[src/rtl/lsu_sequencer.sv]
// Multi-cycle load/store sequencer: checks, issues and retires one data-memory
// access at a time over a req/ack bus, aligning and extending load data.
module lsu_sequencer #(
    parameter int XLEN    = 32,
    parameter int TIMEOUT = 16,
    parameter int CNT_W   = 5
) (
    input  logic            clk,
    input  logic            rst_n,
    input  logic            start,
    input  logic            mem_rw,
    input  logic [2:0]      ld_u,
    input  logic [XLEN-1:0] addr,
    input  logic [XLEN-1:0] wdata,
    output logic            busy,
    output logic            done,
    output logic [XLEN-1:0] rdata,
    output logic            fault,
    output logic [1:0]      fault_cause,
    output logic            mem_req,
    output logic            mem_we,
    output logic [XLEN-1:0] mem_addr,
    output logic [3:0]      mem_be,
    output logic [XLEN-1:0] mem_wdata,
    input  logic            mem_ack,
    input  logic [XLEN-1:0] mem_rdata
);

    typedef enum logic [1:0] {IDLE, CHECK, REQ, RESP} state_t;

    state_t            state, state_nxt;
    logic              rw_q;
    logic [2:0]        f3_q;
    logic [XLEN-1:0]   addr_q, wdata_q;
    logic [CNT_W-1:0]  cnt;

    logic              illegal, misaligned, acked, timed_out;
    logic [3:0]        be_c;
    logic [XLEN-1:0]   wdata_c, lane, load_c;

    // Access legality, decided from the registered request.
    always_comb begin
        if (rw_q)
            illegal = f3_q[2] | (f3_q[1:0] == 2'b11);
        else
            illegal = (f3_q == 3'b011) | (f3_q[2:1] == 2'b11);
        misaligned = ((f3_q[1:0] == 2'b01) & addr_q[0]) |
                     ((f3_q[1:0] == 2'b10) & (addr_q[1:0] != 2'b00));
        acked      = (state == REQ) & mem_ack;
        timed_out  = (state == REQ) & ~mem_ack & (cnt == CNT_W'(TIMEOUT - 1));
    end

    always_comb begin
        be_c    = 4'b1111;
        wdata_c = wdata_q;
        case (f3_q[1:0])
            2'b00: begin
                be_c    = 4'b0001 << addr_q[1:0];
                wdata_c = {4{wdata_q[7:0]}};
            end
            2'b01: begin
                be_c    = 4'b0011 << addr_q[1:0];
                wdata_c = {2{wdata_q[15:0]}};
            end
            default: ;
        endcase
    end

    always_comb begin
        lane   = mem_rdata >> {addr_q[1:0], 3'b000};
        load_c = mem_rdata;
        case (f3_q)
            3'b000:  load_c = {{24{lane[7]}}, lane[7:0]};
            3'b100:  load_c = {24'h0, lane[7:0]};
            3'b001:  load_c = {{16{lane[15]}}, lane[15:0]};
            3'b101:  load_c = {16'h0, lane[15:0]};
            default: load_c = mem_rdata;
        endcase
    end

    always_ff @(posedge clk or negedge rst_n) begin
        if (!rst_n)
            state <= IDLE;
        else
            state <= state_nxt;
    end

    always_comb begin
        state_nxt = state;
        case (state)
            IDLE:  if (start) state_nxt = CHECK;
            CHECK: state_nxt = (illegal | misaligned) ? IDLE : REQ;
            REQ: begin
                if (acked)
                    state_nxt = RESP;
                else if (timed_out)
                    state_nxt = IDLE;
            end
            RESP:  state_nxt = IDLE;
            default: state_nxt = IDLE;
        endcase
    end

    always_comb begin
        busy    = (state == CHECK) | (state == REQ);
        done    = (state == RESP);
        mem_req = (state == REQ);
    end

    always_ff @(posedge clk or negedge rst_n) begin
        if (!rst_n) begin
            rw_q        <= 1'b0;
            f3_q        <= '0;
            addr_q      <= '0;
            wdata_q     <= '0;
            cnt         <= '0;
            mem_we      <= 1'b0;
            mem_addr    <= '0;
            mem_be      <= '0;
            mem_wdata   <= '0;
            rdata       <= '0;
            fault       <= 1'b0;
            fault_cause <= 2'b00;
        end else begin
            fault <= 1'b0;
            if ((state == IDLE) && start) begin
                rw_q    <= mem_rw;
                f3_q    <= ld_u;
                addr_q  <= addr;
                wdata_q <= wdata;
            end
            if (state == CHECK) begin
                cnt <= '0;
                if (illegal) begin
                    fault       <= 1'b1;
                    fault_cause <= 2'b10;
                end else if (misaligned) begin
                    fault       <= 1'b1;
                    fault_cause <= 2'b01;
                end else begin
                    mem_we    <= rw_q;
                    mem_addr  <= {addr_q[XLEN-1:2], 2'b00};
                    mem_be    <= be_c;
                    mem_wdata <= wdata_c;
                end
            end
            // An ack on the final wait cycle takes precedence over the timeout.
            if (acked) begin
                if (!rw_q)
                    rdata <= load_c;
            end else if (timed_out) begin
                fault       <= 1'b1;
                fault_cause <= 2'b11;
            end else if (state == REQ) begin
                cnt <= cnt + 1'b1;
            end
        end
    end

endmodule

[config.mk]
export PLATFORM = sky130hd
export DESIGN_NAME = lsu_sequencer
export DESIGN_NICKNAME = d
export VERILOG_FILES = /design/src/rtl/lsu_sequencer.sv
export SDC_FILE = /design/constraint.sdc
export NUM_CORES = 1
export LEC_CHECK = 0
export CORE_AREA = 2 2 140 142
export DETAILED_ROUTE_END_ITERATION = 10
export DIE_AREA = 0 0 142 144
export PLACE_DENSITY = 0.76
export SLEW_MARGIN = 20
export SYNTH_ARGS = -nofsm -noshare
export SYNTH_HDL_FRONTEND = slang
export SYNTH_SLANG_ARGS = --single-unit
export TNS_END_PERCENT = 30
[constraint.sdc]
create_clock -name clk -period 1.83 [get_ports clk]
set_input_delay 0.183 -clock clk [delete_from_list [all_inputs] [get_ports clk]]
set_output_delay 0.183 -clock clk [all_outputs]
set_load 0.01 [all_outputs]
==> results of run 1 <==
==> cell type report <==
cell class | instances | area (um2) | share of cell area (%)
Clock buffer | 18 | 429 | 3.79
Tap cell | 238 | 298 | 2.63
Timing Repair Buffer | 250 | 2520 | 22.3
Multi-Input combinational cell | 382 | 3530 | 31.1
Sequential cell | 177 | 4430 | 39.1
Clock inverter | 14 | 104 | 0.916
Inverter | 6 | 22.5 | 0.199
==> metrics by stage <==
stage	instances	total power, W	setup TNS [ps]	hold WS, ps	setup WS [ps]
6_report	1085	0.0210	0	296	85.1
3_5_place_dp	1049	0.0177	-1230	194	-83.7
3_3_place_gp	1049	0.0174	-997	191	-49.5
5_1_grt	1085	0.0222	-80.5	357	-21.5
4_1_cts	1083	0.0211	0	325	14.5
2_1_floorplan	607	0.0134	0	-113	1.44
==> sequential cells by signal, summed over array words and instances (netlist names) <==
register and cells:
fault 1, cnt 5, rdata 32, mem_wdata 32
addr_q 32, f3_q 3, state 2, fault_cause 2
mem_addr 30, mem_be 4, wdata_q 32, mem_we 1
rw_q 1
==> where the power goes <==
group / internal (W) / switching, W
registers: 0.00585 / 0.00126
logic: 0.00628 / 0.00422
clock network: 0.00176 / 0.00159
total: 0.0139 / 0.00706
==> placed cells by master (no fill, tap or decap), drive strengths merged, types with 3 or more instances in the layout <==
master         Yosys  final
dfrtp            177    177
nor2              10     10
mux2             147    147
clkinv             0      5
o21ai             35     35
buf               29     42
mux2i             24     24
clkdlybuf4s50      0    204
ha                 7      7
nand2             60     60
nand2b            10     10
inv                6     13
o211ai            16     16
dlygate4sd2        0      3
a21oi             16     16
clkbuf            13     18
o22ai              8      8
a32o               7      7
a2bb2oi            6      6
o31ai              3      3
==> repair_timing <==
action | CTS | global route
hold endpoints to repair | 48 | 0
endpoints found under the setup margin | 10 | 57
setup buffers | 1 | 2
pin swaps | 0 | 1
gates resized for setup | 5 | 11
hold buffers | 1 | 0
==> cell families after synthesis <==
family                   synth area share (%)
buffers and inverters                    3.30
flip-flops                               54.3
AO/OA/AOI/OAI                            9.44
adder cells (fa/ha/maj)                  1.07
AND/OR/NAND/NOR                          5.67
other                                  0.0459
multiplexers                             26.2
==> per-layer routing <==
metal  track usage, %  vias up  wire length [um]
met5                0        -                 0
met4             5.00        0               192
met3             5.60       17              1230
met2             33.0      156              9800
met1             25.2     2825              8540
li1                 -     2623                 -
==> path summary, 6_finish.rpt <==
path | start | end | depth (start not counted)
worst max register to register | cnt[0]$_DFF_PN0_ | cnt[3]$_DFF_PN0_ | 7
worst max-delay path | cnt[0]$_DFF_PN0_ | cnt[3]$_DFF_PN0_ | 7
worst min register to register | rdata[0]$_DFFE_PN0P_ | rdata[0]$_DFFE_PN0P_ | 2
min in group clk | addr[20] | addr_q[20]$_DFFE_PN0P_ | 2
max in group asynchronous | rst_n | mem_wdata[24]$_DFFE_PN0P_ | 3
worst min-delay path | rst_n | cnt[1]$_DFF_PN0_ | 2
==> impl_metrics.csv, run 1 <==
group,metric,value,unit
status,outcome,"finished, final reports clean",
cts,clock_tree.root_cell,"sky130_fd_sc_hd__clkbuf_16",
sta,final-setup-viol-count,0,
yosys,asyncSetResetFlopFracSynth,100,%
placed_design,place.gp.congestion,0.761,
grt,global_route.overflow_total,0,
cells_and_area,n_fill_cell,1516,
yosys,synth_common_cells,"177 x sky130_fd_sc_hd__dfrtp_1, 84 x sky130_fd_sc_hd__mux2_2, 60 x sky130_fd_sc_hd__nand2_1",
cts,cts_htree_levels,4,
yosys,postSynthAreaPerCell,13.5,um2
detailed_routing,drc,0,
critical_path,worstPathCellList,"ha_2, and3_4, ha_4, or3b_4, a31oi_1, o21ai_1, o21ai_0",
detailed_routing,routed_wirelength,19.8,mm
cts,worst_setup_hold_path_clk_slew,70,ps
sta,slew_violations,0,
yosys,yosys.cell_count.top_type,"sky130_fd_sc_hd__dfrtp_1",
grt,pin_count_of_the_biggest_net_entering_global_routing,59,
yosys,synth_top_cell_by_area,"sky130_fd_sc_hd__dfrtp_1",
detailed_routing,detail_route.first_pass.iterations,4,
sta,worst_margin_slew,563,ps
detailed_routing,ant_nets_after_route,0,
cts,ctsLongestPathBuffers,2,
detailed_routing,first_iter_violations,257,
yosys,yosysWarningCount,0,
floorplanning,core.rowCount,51,
sta,hold_vio_cnt_final,0,
yosys,ys_top_cells_by_area,"sky130_fd_sc_hd__dfrtp_1 54%, sky130_fd_sc_hd__mux2_2 12%, sky130_fd_sc_hd__mux2_4 11%",
cts,clock_network_latency_to_the_later_pin_of_the_worst_skew_pair,420,ps
sta,slew_headroom,62.4,%
sta,worst_clock_skew,9.27,ps
job,drv.max_cap_violation_count,0,
critical_path,slowest_stage_delay_cp,420,ps
placed_design,place.detailed.hpwl,13.9,mm
cells_and_area,syn2layout_area_growth,38.9,%
pwr,vdd.ir_drop.worst,1.00,mV
cells_and_area,n_antenna_cell,0,
floorplanning,start_util,42.8,%
cells_and_area,layout_cell_share_with_drive_strength_beyond_1,29.4,%
critical_path,critical_path.endpoint_type,"flip-flop",
floorplanning,die_h,144,um
cells_and_area,finish.utilization,59.4,%
cts,clock-sinks,177,
sta,max_clock_freq,573,MHz
critical_path,critical_path_buf_inv_count,0,
detailed_routing,via_per_inst,5.18,
detailed_routing,routed-via-count,5621,
floorplanning,die_area,20400,um2
cts,tritoncts,"yes",
placed_design,buffer_ports.inserted,208,
worst_hold_path,timing.hold.worst.class,"in -> async",
grt,grt_antenna_before_repair,0,
cts,cts_made_buffers,17,
floorplanning,io_pins,211,
sta,final_critical_path_time_including_i_o_delays_and_setup,1740,ps
critical_path,cell_at_the_slowest_stage_of_the_critical_path,"sky130_fd_sc_hd__or3b_4",
placed_design,postPlaceCellArea,10700,um2
sta,final.period_utilization,95.3,%
floorplanning,design.core.area,19100,um2
yosys,synth-seq-cells,177,
cells_and_area,nets,945,
sta,grt_setup_unrepaired,"yes",
critical_path,regToRegSetupSlack,90,ps
critical_path,crit_arrival,2080,ps
yosys,synth_cell_type_count,55,
yosys,ys.flop_type,"sky130_fd_sc_hd__dfrtp_1",
floorplanning,die-width,142,um
critical_path,crit_fanout,5,
pwr,power_leakage,4.95,nW
grt,first_global_vias,5837,
grt,first_pass_grt_wire_length,31.4,mm
yosys,synth.top_cell.area_share,54.3,%
grt,grt_use_total,19.6,%
critical_path,type_of_the_worst_setup_path,"reg -> reg",
yosys,synth_edf_count,0,
cells_and_area,finish.instance_area,11300,um2
yosys,post_synth_instance_area,8160,um2
yosys,synth_seq_area_share,54.3,%
detailed_routing,post_drt_wl_per_cell,18.2,um
pwr,p_per_area,1850,nW/um2
critical_path,startpoint_type,"flip-flop",
critical_path,timing.critical_path.max_delay_family,"simple AND/OR/NAND/NOR gates",
critical_path,cp.required,2160,ps
yosys,syn-instance-count,606,
No activity file was read; power rests on OpenSTA's default activity.
==> run 2, diff against run 1 <==
- CTS_CLUSTER_DIAMETER: default -> 120
- SETUP_SLACK_MARGIN: default -> 0.3
==> impl_metrics.csv, run 2 (synthesis results as in run 1) <==
group,metric,value,unit
status,outcome,"finished, final reports clean",
placed_design,dp_slack,-78.7,ps
floorplanning,die_area,20400,um2
critical_path,cell_at_the_slowest_stage_of_the_critical_path,"sky130_fd_sc_hd__dfrtp_1",
cts,tritoncts,"yes",
cells_and_area,layout_cell_share_with_drive_strength_beyond_1,34.2,%
floorplanning,die-width,142,um
sta,fin_tns_setup,0,ps
cts,cts_made_buffers,17,
critical_path,crit_fanout,9,
job,drv.max_cap_violation_count,0,
sta,worst_clock_skew,9.68,ps
floorplanning,core.rowCount,51,
detailed_routing,routed_wirelength,22.3,mm
cells_and_area,n_fill_cell,1448,
critical_path,cp.required,2140,ps
cells_and_area,n_antenna_cell,0,
cts,clock-sinks,177,
critical_path,r2r_start,"state[0]$_DFFE_PN0P_",
cts,worst_setup_hold_path_clk_slew,70,ps
cells_and_area,mostFrequentLayoutCell,"sky130_fd_sc_hd__clkdlybuf4s50_1",
critical_path,crit_path_frequent_cell,"sky130_fd_sc_hd__buf_6",
grt,grt_use_total,21.8,%
grt,first_pass_grt_wire_length,34.3,mm
cts,clock_tree.root_cell,"sky130_fd_sc_hd__clkbuf_16",
critical_path,type_of_the_worst_setup_path,"reg -> reg",
detailed_routing,first_iter_violations,282,
sta,finalHoldWorstSlack,258,ps
pwr,vdd.ir_drop.worst,0.961,mV
sta,final_critical_path_time_including_i_o_delays_and_setup,1750,ps
floorplanning,start_util,42.8,%
critical_path,slowest_stage_delay_cp,390,ps
grt,global_route.overflow_total,0,
sta,grt_setup_unrepaired,"yes",
detailed_routing,post_drt_wl_per_cell,20.1,um
critical_path,worstPathCellList,"buf_6, buf_6, ha_4, o21ai_4, nor2_8, buf_12, buf_16, mux2_4",
grt,pin_count_of_the_biggest_net_entering_global_routing,69,
cts,cts_htree_levels,4,
placed_design,buffer_ports.inserted,208,
placed_design,place.detailed.hpwl,14.0,mm
sta,hold_vio_cnt_final,0,
detailed_routing,detail_route.first_pass.iterations,4,
sta,max_clock_freq,571,MHz
cells_and_area,seq_area,4440,um2
detailed_routing,routed-via-count,5952,
critical_path,crit_start,"state[0]$_DFFE_PN0P_",
critical_path,critical_path_buf_inv_count,4,
sta,worst_slack,80.0,ps
cells_and_area,final_cell_mix,"204 x sky130_fd_sc_hd__clkdlybuf4s50_1, 172 x sky130_fd_sc_hd__dfrtp_1, 84 x sky130_fd_sc_hd__mux2_2",
floorplanning,io_pins,211,
cells_and_area,multi_input_combinational_cell_area,3640,um2
sta,slew_violations,0,
critical_path,critical_path.endpoint_type,"flip-flop",
sta,final.period_utilization,95.6,%
grt,grt_antenna_before_repair,0,
cells_and_area,nets,972,
floorplanning,die_h,144,um
cts,ctsLongestPathBuffers,2,
floorplanning,design.core.area,19100,um2
critical_path,startpoint_type,"flip-flop",
grt,first_global_vias,6175,
cts,clock_network_latency_to_the_later_pin_of_the_worst_skew_pair,420,ps
worst_hold_path,timing.hold.worst.class,"in -> async",
sta,final-setup-viol-count,0,
critical_path,crit_arrival,2060,ps
pwr,power_leakage,5.26,nW
detailed_routing,drc,0,
critical_path,timing.critical_path.max_delay_family,"buffers and inverters",
cells_and_area,syn2layout_area_growth,47.7,%
detailed_routing,ant_nets_after_route,0,
detailed_routing,via_per_inst,5.35,
placed_design,place.gp.congestion,0.864,
pwr,p_per_area,1910,nW/um2
## run 2: final cells by class
class / instances / share of cell area [%]
clock buffer: 21 / 3.82
sequential: 177 / 36.8
multi-input combinational: 382 / 30.2
tap: 238 / 2.47
inverter: 6 / 0.228
timing repair buffer: 277 / 25.3
clock inverter: 11 / 1.19
## run 2: repair_timing
action	in CTS	in global routing
hold buffers	1	0
setup buffers	18	6
gates cloned	10	1
hold endpoints to repair	35	0
pin swaps	6	6
endpoints found under the setup margin	230	276
resized for setup	59	13
## run 2: per-layer routing
| metal | part of all wire [%] | global-route usage, % | up-vias |
|---|---|---|---|
| met5 | 0 | 0 | - |
| met4 | 2.1 | 7.11 | 0 |
| met3 | 8.8 | 6.99 | 30 |
| met2 | 48 | 35.1 | 270 |
| met1 | 41 | 28.1 | 2961 |
| li1 | - | - | 2691 |
## run 2: path summary, 6_finish.rpt
check | to | slack [ps] | cells after the start
max in group asynchronous | mem_wdata[17]$_DFFE_PN0P_ | 960 | 3
setup / recovery | mem_wdata[29]$_DFFE_PN0P_ | 80 | 8
hold / removal | rdata[23]$_DFFE_PN0P_ | 260 | 2
min in group clk | wdata_q[3]$_DFFE_PN0P_ | 360 | 2
setup reg to reg | mem_wdata[29]$_DFFE_PN0P_ | 80 | 8
hold reg to reg | rdata[4]$_DFFE_PN0P_ | 480 | 2
## run 2: report_power, final
| group | total, W | switching [W] | internal, W | leakage, nW |
|---|---|---|---|---|
| Sequential | 0.00712 | 0.00126 | 0.00586 | 2.13 |
| Combinational | 0.0122 | 0.00480 | 0.00737 | 2.83 |
| Clock | 0.00376 | 0.00163 | 0.00213 | 0.290 |
| Total | 0.0230 | 0.00769 | 0.0154 | 5.26 |
## run 2: worst reg2reg max path, cell delays in order (launching register included)
cell,delay (ps)
sky130_fd_sc_hd__dfrtp_1,390
sky130_fd_sc_hd__buf_6,120
sky130_fd_sc_hd__buf_6,90
sky130_fd_sc_hd__ha_4,160
sky130_fd_sc_hd__o21ai_4,90
sky130_fd_sc_hd__nor2_8,150
sky130_fd_sc_hd__buf_12,170
sky130_fd_sc_hd__buf_16,160
sky130_fd_sc_hd__mux2_4,310
## run 2: through the flow
stage               cell area (um2)  instances  power, W  util [%]
floorplan                      8280        607    0.0136         -
global placement              10800       1044    0.0175      56.5
CTS                           11900       1105    0.0229      62.6
detailed placement            10800       1044    0.0178      56.5
global route                  12100       1112    0.0243      63.2
finish                        12100       1112    0.0230      63.2
==> run 3, diff against run 2 <==
- ABC_CLOCK_PERIOD_IN_PS: default -> 1830
==> results of run 3 <==
No change in the layout: final DEF, timing and power equal those of run 2.
